**config.mk**
```make
export PLATFORM = sky130hd
export DESIGN_NAME = elastic_pipe_reg
export DESIGN_NICKNAME = d
export VERILOG_FILES = /design/src/rtl/elastic_pipe_reg_pkg.sv /design/src/rtl/sat_counter.sv /design/src/rtl/elastic_pipe_reg.sv
export SDC_FILE = /design/constraint.sdc
export NUM_CORES = 1
export LEC_CHECK = 0
export BUFFER_PORTS_ARGS = -buffer_cell sky130_fd_sc_hd__buf_2
export CELL_PAD_IN_SITES_DETAIL_PLACEMENT = 0
export CELL_PAD_IN_SITES_GLOBAL_PLACEMENT = 1
export CORE_MARGIN = 2
export CORE_UTILIZATION = 41
export DETAILED_ROUTE_END_ITERATION = 6
export PLACE_DENSITY_LB_ADDON = 0.1
export SLEW_MARGIN = 5
export SYNTH_ARGS = -nofsm -noshare
export SYNTH_HDL_FRONTEND = slang
export SYNTH_SLANG_ARGS = --single-unit
```
**constraint.sdc**
```tcl
create_clock -name CLK -period 3.1 [get_ports CLK]
set_input_delay 0.155 -clock CLK [delete_from_list [all_inputs] [get_ports CLK]]
set_output_delay 0.155 -clock CLK [all_outputs]
set_load 0.01 [all_outputs]
```
**src/rtl/elastic_pipe_reg_pkg.sv**
```systemverilog
// Shared constants and types for the elastic pipeline boundary register:
// bubble encoding, WEN polarity and the occupancy state encoding.
package elastic_pipe_reg_pkg;

    // addi x0,x0,0 -- the canonical RISC-V no-op used as the bubble payload
    localparam logic [31:0] NOP_INSN = 32'h0000_0013;

    // WEN is active-low: 0 lets the stage move, 1 freezes it
    localparam logic WEN_WRITE  = 1'b0;
    localparam logic WEN_FREEZE = 1'b1;

    // Occupancy of the boundary: nothing, main only, main plus skid
    typedef enum logic [1:0] {
        ST_EMPTY = 2'd0,
        ST_ONE   = 2'd1,
        ST_TWO   = 2'd2
    } pipe_state_e;

    // True when the write-enable level requests a freeze
    function automatic logic stage_frozen(input logic wen);
        return (wen == WEN_FREEZE);
    endfunction

endpackage

```
**src/rtl/sat_counter.sv**
```systemverilog
// Saturating up-counter with synchronous clear; clear wins over increment
// and the count sticks at all-ones instead of wrapping.
module sat_counter #(
    parameter int CNT_W = 16
) (
    input  logic             clk_i,
    input  logic             rst_i,
    input  logic             inc_i,
    input  logic             clr_i,
    output logic [CNT_W-1:0] cnt_o
);

    logic [CNT_W-1:0] cnt_q;
    logic [CNT_W-1:0] cnt_d;

    // Next count: clear first, otherwise step unless already at the ceiling
    always_comb begin
        cnt_d = cnt_q;
        if (clr_i) begin
            cnt_d = '0;
        end else if (inc_i && (cnt_q != {CNT_W{1'b1}})) begin
            cnt_d = cnt_q + CNT_W'(1);
        end
    end

    // Count register, cleared asynchronously by reset
    always_ff @(posedge clk_i or posedge rst_i) begin
        if (rst_i) begin
            cnt_q <= '0;
        end else begin
            cnt_q <= cnt_d;
        end
    end

    assign cnt_o = cnt_q;

endmodule

```
**src/rtl/elastic_pipe_reg.sv**
```systemverilog
// Elastic valid/ready register for one pipeline boundary. With SKID=1 a
// second entry absorbs the in-flight word so ready_out depends only on
// registered state; with SKID=0 it is a single register whose ready_out
// looks through to ready_in. Supports freeze (WEN), flush (squash) and
// keeps saturating stall/squash statistics.
module elastic_pipe_reg
    import elastic_pipe_reg_pkg::*;
#(
    parameter int               WIDTH     = 32,
    parameter int               SKID      = 1,
    parameter logic [WIDTH-1:0] NOP_VALUE = WIDTH'(NOP_INSN),
    parameter int               CNT_W     = 16
) (
    input  logic             CLK,
    input  logic             RST,
    input  logic             valid_in,
    input  logic [WIDTH-1:0] data_in,
    output logic             ready_out,
    output logic             valid_out,
    output logic [WIDTH-1:0] data_out,
    input  logic             ready_in,
    input  logic             WEN,
    input  logic             squash,
    input  logic             clr_cnt,
    output logic [CNT_W-1:0] stall_cnt,
    output logic [CNT_W-1:0] squash_cnt
);

    pipe_state_e      state_q;
    pipe_state_e      state_d;
    logic [WIDTH-1:0] main_q;
    logic [WIDTH-1:0] main_d;
    logic [WIDTH-1:0] skid_q;
    logic [WIDTH-1:0] skid_d;

    logic frozen;
    logic holding;
    logic can_take;
    logic accept;
    logic deliver;
    logic stall_inc;
    logic squash_inc;

    assign frozen  = stage_frozen(WEN);
    assign holding = (state_q != ST_EMPTY);

    // Upstream handshake. Reset and squash both close the door so nothing
    // slips in on a cycle whose contents are about to be thrown away.
    generate
        if (SKID != 0) begin : g_skid
            assign can_take = (state_q != ST_TWO);
        end else begin : g_single
            assign can_take = !holding || ready_in;
        end
    endgenerate

    assign ready_out = can_take && (WEN == WEN_WRITE) && !squash && !RST;
    assign accept    = valid_in && ready_out;

    // A frozen or squashed stage never hands its word downstream
    assign deliver   = holding && ready_in && !frozen && !squash;

    assign valid_out = holding;
    assign data_out  = holding ? main_q : NOP_VALUE;

    // Occupancy and payload movement; squash outranks freeze
    always_comb begin
        state_d = state_q;
        main_d  = main_q;
        skid_d  = skid_q;
        if (squash) begin
            state_d = ST_EMPTY;
            main_d  = NOP_VALUE;
            skid_d  = NOP_VALUE;
        end else if (frozen) begin
            state_d = state_q;
        end else begin
            case (state_q)
                ST_EMPTY: begin
                    if (accept) begin
                        main_d  = data_in;
                        state_d = ST_ONE;
                    end
                end
                ST_ONE: begin
                    if (deliver && accept) begin
                        main_d = data_in;
                    end else if (deliver) begin
                        main_d  = NOP_VALUE;
                        state_d = ST_EMPTY;
                    end else if (accept && (SKID != 0)) begin
                        skid_d  = data_in;
                        state_d = ST_TWO;
                    end
                end
                ST_TWO: begin
                    // ready_out is low here, so only the drain case exists
                    if (deliver) begin
                        main_d  = skid_q;
                        skid_d  = NOP_VALUE;
                        state_d = ST_ONE;
                    end
                end
                default: begin
                    state_d = ST_EMPTY;
                end
            endcase
        end
    end

    // Occupancy register; reset drops anything in flight immediately
    always_ff @(posedge CLK or posedge RST) begin
        if (RST) begin
            state_q <= ST_EMPTY;
        end else begin
            state_q <= state_d;
        end
    end

    // Payload registers need no reset: data_out is masked to the bubble
    // whenever the occupancy says the stage is empty
    always_ff @(posedge CLK) begin
        main_q <= main_d;
        skid_q <= skid_d;
    end

    assign stall_inc  = (valid_in && !ready_out) || (valid_out && !ready_in);
    assign squash_inc = squash && holding;

    sat_counter #(
        .CNT_W (CNT_W)
    ) u_stall_cnt (
        .clk_i (CLK),
        .rst_i (RST),
        .inc_i (stall_inc),
        .clr_i (clr_cnt),
        .cnt_o (stall_cnt)
    );

    sat_counter #(
        .CNT_W (CNT_W)
    ) u_squash_cnt (
        .clk_i (CLK),
        .rst_i (RST),
        .inc_i (squash_inc),
        .clr_i (clr_cnt),
        .cnt_o (squash_cnt)
    );

endmodule

```
==> impl_results.md <==
- Status: finished, violations left
- Violations in the final reports: design-rule violations
- Post-route core utilization: 50.8%
- Share of synthesized area spent on multiplexers: 2.74%
- Clock Sink Count: 98
- Minimum clock period after layout: 2630 ps
- DR WL/cell: 17.5 um
- CTS-repair resized insts: 0
- Post-synthesis cell count: 511
- Number of global-route vias before repair: 4,302
- Post-placement setup slack: 477 ps
- Drc violations: 8
- Setup Crit Path Kind: reg2reg
- CTS tree: yes
- Post-synthesis compound-gate area fraction: 25.2%
- Unrepaired setup endpoints after global routing: no
- Synthesis Warnings: 0
- Maximum clock insertion buffer count: 2
- Portion of the post-synthesis area used by sequential elements: 43.7%
- Register bit total from synthesis: 98
- List of cells traversed by the critical path: inv_1 > ha_1 > or4_1 > o2111ai_2 > nor4_1 > mux2_1
- Startpoint Class: register
- Most used flip-flop cell after synthesis: sky130_fd_sc_hd__dfxtp_1
- Pwr dens: 474 mW/mm^2
- Final Wtd Congestion: 0.770
- IR Drop Worst-Case VDD: 0.000242 V
- Hold depth: 2
- Final ANT Viol Nets: 0
- Total count of hold-check failures in the final report: 0
- Synthesized area divided by synthesized cell count: 9.55 um^2
- R2R Path End: u_stall_cnt.cnt_o[11]$_DFFE_PP0P_
- Count of standard-cell rows: 39
- Max-cap violations: 0
- Final global-route overflow total: 0
- Simple-gate share of the synthesized area: 22.2%
- Peak Freq: 0.380 GHz
- Maximum single-stage delay on the critical path: 750 ps
- Number of antenna cells inserted: 0
- Per-cell via count in the routed design: 5.86
- Port Buffers: 104
- Busiest grt layer: met2
- Proportion of layout cells with a drive suffix above 1: 23.2%
- Worst hold path startpoint: data_in[5]
- Total Nets Final: 647
- Maximum number of pins on one net before global-route repair: 43
- Pin slew with the least headroom to its limit: 777 ps
- Total Die Area: 0.0128 mm^2
- Post-Route Setup TNS: 0 ps
- Wirelength, routed: 13,100 um
- Crit path setup slack, layout: 468 ps
- Number of violations reported at the end of detailed-routing iteration 0: 293
- Reg2reg start: state_q[0]$_DFFE_PP0P_
- Vertical die dimension: 113 um
- HPWL after detailed placement: 8600 um
- Largest family of logic cells by synthesized area: compound AO/OA/AOI/OAI gates
- Required time of the worst setup path: 3330 ps
- Number of H-tree branching levels: 3
- Worst clock skew: 9.34 ps
- Global-route wire length before repair: 21,900 um
- Pre-antenna DRT Iters: 7
- Number of synthesized flops with an enable pin: 0
- Maximum fanout count along the critical path: 12
- Clock transition at the register clock pins on the worst setup and hold paths after CTS: 80 ps
- Met3 Track Usage GR: 3.16%
- All-layer global routing usage: 21.0%
- Top-level port count: 105
- Number of buffers created by CTS: 9
- Post-synth net total: 556
- Die width: 113 um
- Final Slew Violations: 0
- Crit end category: register
- Crit path arrival time: 2860 ps
- Number of filler cells placed in the layout: 1,122
- Met2 Usage GRT: 33.3%
- Final setup violating endpoints: 0
- Worst Hold Class: in2reg
- End point of the most critical hold path: skid_q[5]$_SDFFE_PP0P_
- Initial core utilization: 42.4%
- Crit-path slowest cell: sky130_fd_sc_hd__or4_1
- Xor/xnor cell area share of the yosys netlist: 0%
- Leak pwr: 2.46 nW
- Vias post-DR: 4,396
- Initial antenna violation count: 0
- CTS Root Cell: sky130_fd_sc_hd__clkbuf_16
- Clock latency reported for the late side of the worst-skew pair: 350 ps
- Synthesis-to-finish area growth: 19.9%
- Met1 usage in global routing: 29.2%
- Synth Cell Area: 0.00488 mm^2
- Count of different cell masters after synthesis: 54
- Normalized max-slew margin: 48.2%
- Depth of the worst register-to-register path: 6
- Fraction of synthesis flops using an asynchronous set or reset pin: 34.7%
- Worst setup startpoint: state_q[0]$_DFFE_PP0P_
- Worst reg-to-reg setup slack: 470 ps
- Placeable core region: 0.0115 mm^2
- Area share of fa/ha/maj cells after synthesis: 1.54%
- Ratio of final minimum period to clock period: 84.9%
[through the flow]
stage	total power, W	area (um^2)	hold slack, ps	std cells
finish	0.00277	5850	40.4	750
global route	0.00289	5850	37.5	750
CTS	0.00280	5850	26.5	750
detailed placement	0.00169	5550	94.5	733
global placement	0.00168	5550	78.8	733
floorplan	0.00156	4880	218	511
[registers in the layout, summed over array words and instances (netlist names)]
name / flops
main_q: 32
skid_q: 32
state_q: 2
u_squash_cnt.cnt_o: 16
u_stall_cnt.cnt_o: 16
[synth_stat cells (2+ instances only)]
master                      instances  share of area, %
sky130_fd_sc_hd__a211oi_1           3              0.46
sky130_fd_sc_hd__a21oi_1           27               2.8
sky130_fd_sc_hd__a221oi_1          29               5.2
sky130_fd_sc_hd__a22o_1            29               5.2
sky130_fd_sc_hd__a22oi_1            3              0.46
sky130_fd_sc_hd__a32oi_1            3              0.54
sky130_fd_sc_hd__and3_1             2              0.26
sky130_fd_sc_hd__and4_1             2              0.36
sky130_fd_sc_hd__buf_2              8              0.82
sky130_fd_sc_hd__buf_4              2              0.31
sky130_fd_sc_hd__clkbuf_1          24               1.8
sky130_fd_sc_hd__dfrtp_1           34                17
sky130_fd_sc_hd__dfxtp_1           64                26
sky130_fd_sc_hd__ha_1               6               1.5
sky130_fd_sc_hd__inv_1             18               1.4
sky130_fd_sc_hd__mux2_1            11               2.5
sky130_fd_sc_hd__nand2_1           25               1.9
sky130_fd_sc_hd__nand3_1           12               1.2
sky130_fd_sc_hd__nand4_1            7              0.90
sky130_fd_sc_hd__nor2_1            20               1.5
sky130_fd_sc_hd__nor2b_1           70               9.0
sky130_fd_sc_hd__nor3_1             3              0.31
sky130_fd_sc_hd__nor4_1            10               1.3
sky130_fd_sc_hd__o21ai_0            2              0.21
sky130_fd_sc_hd__o21ai_1            5              0.51
sky130_fd_sc_hd__o2bb2ai_1         29               5.2
sky130_fd_sc_hd__o31ai_1           12               1.8
sky130_fd_sc_hd__o41ai_1            4              0.72
sky130_fd_sc_hd__or2_1              2              0.26
sky130_fd_sc_hd__or3_1              4              0.51
sky130_fd_sc_hd__or4_1             17               2.6
sky130_fd_sc_hd__or4b_1             2              0.41
[kinds of logic after synthesis]
| kind of cell | count (synthesis) |
|---|---|
| simple gates | 185 |
| flops | 98 |
| buf+inv | 54 |
| mux | 12 |
| compound gates | 156 |
| fa+ha+maj | 6 |
[cell usage in the layout (no fill, tap or decap), types with 4 or more instances in the layout]
master / instances
sky130_fd_sc_hd__a22o_1: 29
sky130_fd_sc_hd__nor2b_1: 70
sky130_fd_sc_hd__buf_4: 10
sky130_fd_sc_hd__mux2_1: 11
sky130_fd_sc_hd__ha_1: 6
sky130_fd_sc_hd__nand4_1: 7
sky130_fd_sc_hd__o21ai_1: 5
sky130_fd_sc_hd__o31ai_1: 12
sky130_fd_sc_hd__clkbuf_16: 9
sky130_fd_sc_hd__dfrtp_1: 34
sky130_fd_sc_hd__o2bb2ai_1: 29
sky130_fd_sc_hd__nor4_1: 10
sky130_fd_sc_hd__or4_1: 17
sky130_fd_sc_hd__a221oi_1: 29
sky130_fd_sc_hd__nand3_1: 12
sky130_fd_sc_hd__inv_1: 18
sky130_fd_sc_hd__nand2_1: 25
sky130_fd_sc_hd__o41ai_1: 4
sky130_fd_sc_hd__nor2_1: 20
sky130_fd_sc_hd__or3_1: 4
sky130_fd_sc_hd__dfxtp_1: 64
sky130_fd_sc_hd__a21oi_1: 26
sky130_fd_sc_hd__buf_2: 104
[per-layer routing]
metal  up-vias  routed length, um
li1       2130                  -
met2       101               6050
met3        10                618
met5         -                  0
met1      2155               6250
met4         0                178
[power breakdown]
group          switching [W]  internal [W]  total, W
clock               0.000547      0.000566   0.00111
sequential         0.0000210       0.00130   0.00132
combinational       0.000210      0.000128  0.000338
[worst max path at each step]
stage,to,cells past startpoint
floorplan,u_stall_cnt.cnt_o[11]$_DFFE_PP0P_,8
global placement,u_stall_cnt.cnt_o[13]$_DFFE_PP0P_,6
detailed placement,u_stall_cnt.cnt_o[11]$_DFFE_PP0P_,6
CTS,u_stall_cnt.cnt_o[11]$_DFFE_PP0P_,6
global route,u_stall_cnt.cnt_o[11]$_DFFE_PP0P_,6
finish,u_stall_cnt.cnt_o[11]$_DFFE_PP0P_,6
[final cells by class]
type                            count  area [um^2]  share of cell area [%]
Clock buffer                        9          225                    3.85
Clock inverter                      7         68.8                    1.18
Inverter                           18         67.6                    1.15
Multi-Input combinational cell    359         2550                    43.7
Sequential cell                    98         2130                    36.4
Tap cell                          143          179                    3.06
Timing Repair Buffer              116          626                    10.7
[repair_timing]
item	4_1_cts	5_1_grt
hold buffers	1	0
endpoints found under the hold margin	3	0
buffers inserted	0	0
[critical path: cells and delay by family, from the launching register on]
kind,cells,cell delay (ps)
adder cells (fa/ha/maj),1,310
AND/OR/NAND/NOR,2,880
buffers and inverters,1,80
flip-flops,1,390
multiplexers,1,340
AO/OA/AOI/OAI,1,510
(Power assumes the default switching activity.)
